--- src/rtl/pipeline_hazard_ctrl.sv ---
// Pipeline control for the 5-stage RV32I core: memory handshakes, advance, hazards, flushes, perf counters.
// Define PIPE_FWD_EN to build EX-stage forwarding; without it every RAW hazard against EX/MEM stalls.
module pipeline_hazard_ctrl #(
    parameter int unsigned REG_ADDR_W = 5,
    parameter int unsigned PERF_W     = 32
) (
    input  logic                  clk,
    input  logic                  rst,
    input  logic                  imem_resp,
    output logic                  imem_read,
    input  logic                  dmem_req,
    input  logic                  dmem_resp,
    output logic                  dmem_go,
    input  logic [REG_ADDR_W-1:0] id_rs1,
    input  logic [REG_ADDR_W-1:0] id_rs2,
    input  logic                  id_use_rs1,
    input  logic                  id_use_rs2,
    input  logic [REG_ADDR_W-1:0] ex_rs1,
    input  logic [REG_ADDR_W-1:0] ex_rs2,
    input  logic [REG_ADDR_W-1:0] ex_rd,
    input  logic [REG_ADDR_W-1:0] mem_rd,
    input  logic [REG_ADDR_W-1:0] wb_rd,
    input  logic                  ex_regwrite,
    input  logic                  mem_regwrite,
    input  logic                  wb_regwrite,
    input  logic                  ex_is_load,
    input  logic                  ex_redirect,
    input  logic                  ex_jalr,
    output logic                  advance,
    output logic                  pc_hold,
    output logic                  ifid_hold,
    output logic                  ifid_flush,
    output logic                  idex_flush,
    output logic [1:0]            pc_sel,
    output logic [1:0]            fwd_a_sel,
    output logic [1:0]            fwd_b_sel,
    output logic [PERF_W-1:0]     stall_cnt,
    output logic [PERF_W-1:0]     flush_cnt
);

    typedef enum logic {I_WAIT = 1'b0, I_DONE = 1'b1} i_state_e;
    typedef enum logic [1:0] {D_IDLE = 2'd0, D_WAIT = 2'd1, D_DONE = 2'd2} d_state_e;

    i_state_e          i_state_q, i_state_d;
    d_state_e          d_state_q, d_state_d;
    logic [PERF_W-1:0] stall_q, stall_d;
    logic [PERF_W-1:0] flush_q, flush_d;

    logic imem_ok, dmem_ok, adv;
    logic redirect, load_use, bubble;
    logic ex_wr_nz, mem_wr_nz, id_hits_ex;

`ifdef PIPE_FWD_EN
    function automatic logic [1:0] fwd_sel(
        input logic [REG_ADDR_W-1:0] rs,
        input logic                  mem_v,
        input logic [REG_ADDR_W-1:0] m_rd,
        input logic                  wb_v,
        input logic [REG_ADDR_W-1:0] w_rd
    );
        if (mem_v && (m_rd == rs)) return 2'd1;
        if (wb_v && (w_rd == rs)) return 2'd2;
        return 2'd0;
    endfunction
`else
    logic unused_fwd_inputs;
    assign unused_fwd_inputs = ^{ex_rs1, ex_rs2, wb_rd, wb_regwrite};
`endif

    // Hazard detection and the combinational advance decision
    always_comb begin
        ex_wr_nz   = ex_regwrite && (ex_rd != '0);
        mem_wr_nz  = mem_regwrite && (mem_rd != '0);
        id_hits_ex = (id_use_rs1 && (id_rs1 == ex_rd)) || (id_use_rs2 && (id_rs2 == ex_rd));
        load_use   = ex_is_load && ex_wr_nz && id_hits_ex;
        redirect   = ex_redirect || ex_jalr;
`ifdef PIPE_FWD_EN
        bubble     = load_use;
`else
        bubble     = load_use || (ex_wr_nz && id_hits_ex)
                   || (mem_wr_nz && ((id_use_rs1 && (id_rs1 == mem_rd))
                                  || (id_use_rs2 && (id_rs2 == mem_rd))));
`endif
        imem_ok    = (i_state_q == I_DONE) || imem_resp;
        dmem_ok    = !dmem_req || (d_state_q == D_DONE) || ((d_state_q == D_WAIT) && dmem_resp);
        adv        = !rst && imem_ok && dmem_ok;
    end

    always_ff @(posedge clk) begin
        if (rst) begin
            i_state_q <= I_WAIT;
            d_state_q <= D_IDLE;
            stall_q   <= '0;
            flush_q   <= '0;
        end else begin
            i_state_q <= i_state_d;
            d_state_q <= d_state_d;
            stall_q   <= stall_d;
            flush_q   <= flush_d;
        end
    end

    // Next state: responses latch until the pipeline advances; counters saturate
    always_comb begin
        i_state_d = i_state_q;
        d_state_d = d_state_q;
        stall_d   = stall_q;
        flush_d   = flush_q;

        if (adv) begin
            i_state_d = I_WAIT;
        end else if ((i_state_q == I_WAIT) && imem_resp) begin
            i_state_d = I_DONE;
        end

        if (adv) begin
            d_state_d = D_IDLE;
        end else begin
            case (d_state_q)
                D_IDLE:  if (dmem_req) d_state_d = D_WAIT;
                D_WAIT:  if (dmem_resp) d_state_d = D_DONE;
                D_DONE:  d_state_d = D_DONE;
                default: d_state_d = D_IDLE;
            endcase
        end

        if ((!adv || (bubble && !redirect)) && (stall_q != '1)) begin
            stall_d = stall_q + PERF_W'(1);
        end
        if (adv && redirect && (flush_q != '1)) begin
            flush_d = flush_q + PERF_W'(1);
        end
    end

    // Outputs are all forced low while reset is asserted
    always_comb begin
        imem_read  = 1'b0;
        dmem_go    = 1'b0;
        advance    = 1'b0;
        pc_hold    = 1'b0;
        ifid_hold  = 1'b0;
        ifid_flush = 1'b0;
        idex_flush = 1'b0;
        pc_sel     = 2'd0;
        fwd_a_sel  = 2'd0;
        fwd_b_sel  = 2'd0;
        stall_cnt  = '0;
        flush_cnt  = '0;
        if (!rst) begin
            imem_read  = (i_state_q == I_WAIT);
            dmem_go    = (d_state_q == D_WAIT);
            advance    = adv;
            ifid_flush = redirect;
            idex_flush = redirect || bubble;
            pc_hold    = bubble && !redirect;
            ifid_hold  = bubble && !redirect;
            if (redirect) pc_sel = ex_jalr ? 2'd2 : 2'd1;
`ifdef PIPE_FWD_EN
            fwd_a_sel  = fwd_sel(ex_rs1, mem_wr_nz, mem_rd, wb_regwrite && (wb_rd != '0), wb_rd);
            fwd_b_sel  = fwd_sel(ex_rs2, mem_wr_nz, mem_rd, wb_regwrite && (wb_rd != '0), wb_rd);
`endif
            stall_cnt  = stall_q;
            flush_cnt  = flush_q;
        end
    end

endmodule

--- config.mk ---
export PLATFORM = sky130hd
export DESIGN_NAME = pipeline_hazard_ctrl
export DESIGN_NICKNAME = d
export VERILOG_FILES = /design/src/rtl/pipeline_hazard_ctrl.sv
export SDC_FILE = /design/constraint.sdc
export NUM_CORES = 1
export LEC_CHECK = 0
export BUFFER_PORTS_ARGS = -buffer_cell sky130_fd_sc_hd__buf_2
export CORE_MARGIN = 2
export CORE_UTILIZATION = 56
export DETAILED_ROUTE_END_ITERATION = 12
export HOLD_SLACK_MARGIN = 0.03
export PLACE_DENSITY_LB_ADDON = 0.12
export SLEW_MARGIN = 20
export SYNTH_ARGS = -nofsm -noshare
export SYNTH_HDL_FRONTEND = slang
export SYNTH_SLANG_ARGS = --single-unit
--- constraint.sdc ---
create_clock -name clk -period 3.6 [get_ports clk]
set_clock_uncertainty 0.15 [all_clocks]
set_input_delay 0.18 -clock clk [delete_from_list [all_inputs] [get_ports clk]]
set_output_delay 0.18 -clock clk [all_outputs]
set_load 0.05 [all_outputs]
Yosys cells after proc, flatten, opt, wreduce, memory -nomap -nowiden
Index checks and enable logic that the tools add are counted.
- register bits: 67
- input port bits: 48
- output and inout bits: 77
- word-level logic and storage cells: 68
- add/sub/neg operators: 2
- equal/unequal tests: 10
- muxes and demuxes: 14
- bitwise gates (word level): 1
- reduce and logical (&&, ||, !) cells: 37
- operators with widths (cell ; number):
    adder 32 x 1 -> 32 bit, second input constant ; 2
    2-to-1 mux 32 bit ; 2
    != test 32 bit, second input constant ; 2
    equality test 5 bit ; 4
    logical AND 1 bit ; 18
    logical OR 1 bit ; 10
    2-to-1 mux 2 bit ; 5
    nonzero test 5 bit ; 2
    2-to-1 mux 1 bit ; 6
    case mux 2 bit (3 select lines) ; 1
    logical NOT 1 bit ; 4
    != test 2 bit, second input constant ; 2
    equality test 2 x 1 -> 1 bit, second input constant ; 1
    equality test 2 bit, second input constant ; 1
    logical NOT 2 bit ; 1
    AND reduction 2 bit ; 1
    OR reduction 2 bit ; 1
    NOT 1 bit ; 1

Logic depth before layout (Yosys ltp)
- depth in word-level cells: 9
- gate-level depth with buffers: 10
- mapped depth without buffers: 9

Worst setup path after synthesis
No wires, ideal clock.
- kind: register -> register
- start point: reg d_state_q[0]
- end point: reg stall_q[25]
- setup time: 0.121 ns
- arrival: 2.643 ns
- data required time: 3.329 ns
- setup slack: 0.686 ns
- stages on the path, launching flop included: 10
- buffers on the path: 1
- clock period less this slack: 2.914 ns
- cells stage by stage: dfxtp_1 inv_1 ha_1 inv_1 a31oi_1 a21bo_4 o21ai_4 buf_6 nand3b_1 mux2_2
- longest elaborated chain between the ends: 7
- elaborated cells between the ends (all ways): 9
- RTL lines (item ; RTL line ; RTL):
    from (decl) ; 45 ; d_state_e d_state_q, d_state_d;
    from (signal assigned) ; 97 ; d_state_q <= d_state_d;
    equality test 2 bit or equality test 2 x 1 -> 1 bit (tied branches) ; 85 ; dmem_ok = !dmem_req || (d_state_q == D_DONE) || ((d_state_q == D_WAIT) && dmem_resp);
    logical OR 1 bit or logical AND 1 bit (tied branches) ; 85 ;
    logical OR 1 bit * ; 85 ;
    logical AND 1 bit * ; 86 ; adv = !rst && imem_ok && dmem_ok;
    logical NOT 1 bit * ; 127 ; if ((!adv || (bubble && !redirect)) && (stall_q != '1)) begin
    logical OR 1 bit * ; 127 ;
    logical AND 1 bit * ; 127 ;
    to (signal assigned) ; 98 ; stall_q <= stall_d;
    to (decl) ; 46 ; logic [PERF_W-1:0] stall_q, stall_d;
Mark *: on every way between the ends. The rest lies on a longest branch, timed or not.
A chain may end at the register's enable or synchronous reset.

Worst setup path in the final report
- start point: reg d_state_q[1]
- end point: reg stall_q[13]
Same word-level chain as after synthesis.

==> impl_metrics.yaml <==
run:
  cap_violations: 0
route:
  vias_per_cell: 5.42
  vias: 3806
  wl_per_cell_um: 12.8
  first_iter_violations: 128
  ant_nets: 0
  first_pass_iters: 4
  drcViolationCount: 0
  wl_mm: 8.95
floorplan:
  core_um2: 7180
  dieWidth_um: 89.5
  num_rows: 31
  ios: 125
  die_h_um: 89.5
  die_area_um2: 8020
  start_util: 0.571
placed_design:
  io_buffers: 103
  dp_hpwl_mm: 6.45
  gp_congestion: 0.824
  pre_cts_ws_ns: 0.944
  place_inst: 686
pwr:
  p_leak_uw: 0.00201
  powerDensity_nw_per_um2: 338
  power_uw: 1630
  ir_drop_uv: 208
cts:
  clk-insertion-delay-late_ns: 0.34
  path_clk_slew_ns: 0.07
  post_cts_buffers: 0
  cts_tree: "done"
  htreeDepth: 3
  numCtsBuffers: 9
  cts_resized: 0
  clk_path_buf_depth: 2
  clkSinkCount: 67
  root_buffer: "clkbuf_8"
setup_path:
  worstPathCellList: "inv_1 -> ha_1 -> nand2_1 -> a31oi_1 -> a21bo_4 -> o21ai_4 -> buf_4 -> nor4_1 -> mux2_4"
  cp_top_family: "compound AO/OA/AOI/OAI gates"
  cp_slowest_stage_delay_ns: 0.36
  crit_fanout: 19
  cp_data_required_time_ns: 3.68
  worst-path-buf-inv: 2
  path_class: "reg2reg"
  worstPathArrival_ns: 2.72
  cp_slowest_cell: "a31oi_1"
  end_kind: "register"
  startpoint_type: "register"
yosys:
  syn_inst: 504
  postSynthAreaPerCell_um2: 8.13
  ys_seq_elements: 67
  ys_types: 54
  synth_warnings: 0
  synthArstFlopShare: 0
  syn_area_um2: 4100
  yosys-top-cells-area: "dfxtp_1 (33%), nor2b_1 (9.3%), xnor2_1 (5.8%)"
  synth_flop_cell: "dfxtp_1"
  yosys.area.top_type_share: 0.327
  synth_top_area_cell: "dfxtp_1"
  synth-edff-count: 0
  yosysSeqAreaShare: 0.327
timing:
  period_share: 0.734
  maxSlewViolCount: 0
  layout_setup_ws_ns: 0.959
  relSlewSlack: 0.381
  max_freq_mhz: 379
  setup_violations: 0
  period_minus_slack_ns: 2.64
  setup_tns_ns: 0
  tightest_slew_ns: 0.929
  finalHoldViolations: 0
  grt_setup_unrepaired: "no"
global_route:
  gr-usage-met3: 0.0600
  antenna_found_initial: 0
  met1_usage: 0.280
  grt.busiest_layer: "met2"
  grt_pass1_wl_mm: 14.1
  grt_max_degree: 104
  grt_pass1_vias: 3267
  met2_usage: 0.375
  grt_overflow: 0
  grtUsageTotal: 0.221
final_layout:
  nNetsFinal: 652
  final_cell_mix: "buf_2 (102), dfxtp_1 (67), nor2b_1 (61)"
  drive_above_1_share: 0.247
  syn_to_final_growth_pct: 18.1
  diodes: 0
  final_cell_count_no_fill: 702
  nFillCells: 648
  final_common_cell: "buf_2"
min_path:
  worstHoldPathType: "in2reg"
outcome:
  status: "finished clean"
## tightest hold or removal path: stages
cell and delay, ns:
buf_2 0.09, nand2_1 0.07, nor4bb_1 0.14
## worst paths after layout
kind                 from          end  slack (ns)  cells after the start
max          d_state_q[1]  stall_q[13]        0.96                      9
min             dmem_resp    i_state_q        0.04                      3
max reg2reg  d_state_q[1]  stall_q[13]        0.96                      9
min reg2reg   stall_q[14]  stall_q[14]        0.35                      2
## cell families (layout without fill, tap and decap cells)
logic type	after synthesis	count (layout)	synth area share
multiplexers	18	18	0.0559
XOR/XNOR	43	43	0.0919
AO/OA/AOI/OAI	54	54	0.0816
other	1	4	0.000915
buffers and inverters	39	135	0.0461
adder cells (fa/ha/maj)	5	5	0.0153
flip-flops	67	67	0.327
AND/OR/NAND/NOR	277	277	0.381
## cell type report
class                   instances  area, um2  area share
clock buffers                  13        159      0.0329
clock inverters                 2       35.0     0.00724
inverters                      13       48.8      0.0101
multi-input cells             401       2580       0.533
flip-flops and latches         67       1340       0.277
well taps                      99        124      0.0256
repair buffers                107        551       0.114
## metal layers
metal,wire [um],vias to the layer above
li1,-,1926
met5,0,-
met2,4220,85
met3,440,8
met4,53,0
met1,4240,1787
## state kept, by name (all words and copies together) (netlist names)
register and cells:
stall_q 32, d_state_q 2, i_state_q 1, flush_q 32
## synth_stat cells, drive strengths merged (2+ instances only)
cell    number
ha           5
and4         4
nor4         6
o21ai       24
or2          2
nor2        61
a211oi       2
and3         6
nor3b        5
nor4b        2
nor2b       61
nor3        14
xor2        16
inv         13
mux2        15
o21bai       2
nand2b       2
a21oi       14
nand3b       5
clkbuf      15
nand4       17
nand2       36
xnor2       27
or3         12
nand3       28
o22ai        3
or4         14
dfxtp       67
mux2i        3
a31oi        3
buf         11
## stage by stage
step           hold slack (ns)   util  instance area (um2)
3_3_place_gp             0.326  0.646                 4630
6_report                0.0438  0.674                 4840
2_1_floorplan            0.186      -                 4110
3_5_place_dp             0.331  0.646                 4630
5_1_grt                 0.0717  0.674                 4840
4_1_cts                 0.0312  0.674                 4840
## power breakdown
group | total, uW | leakage [uW] | internal [uW] | switching, uW
registers | 768 | 0.000541 | 755 | 13.8
logic | 235 | 0.00137 | 82.8 | 152
clock network | 630 | 0.0000995 | 354 | 276
total | 1630 | 0.00201 | 1190 | 442
## repair_timing
item                       CTS  global route
hold buffers                 1             0
hold endpoints to repair     1             0
setup endpoints to repair    0             0
(Power assumes the default switching activity.)
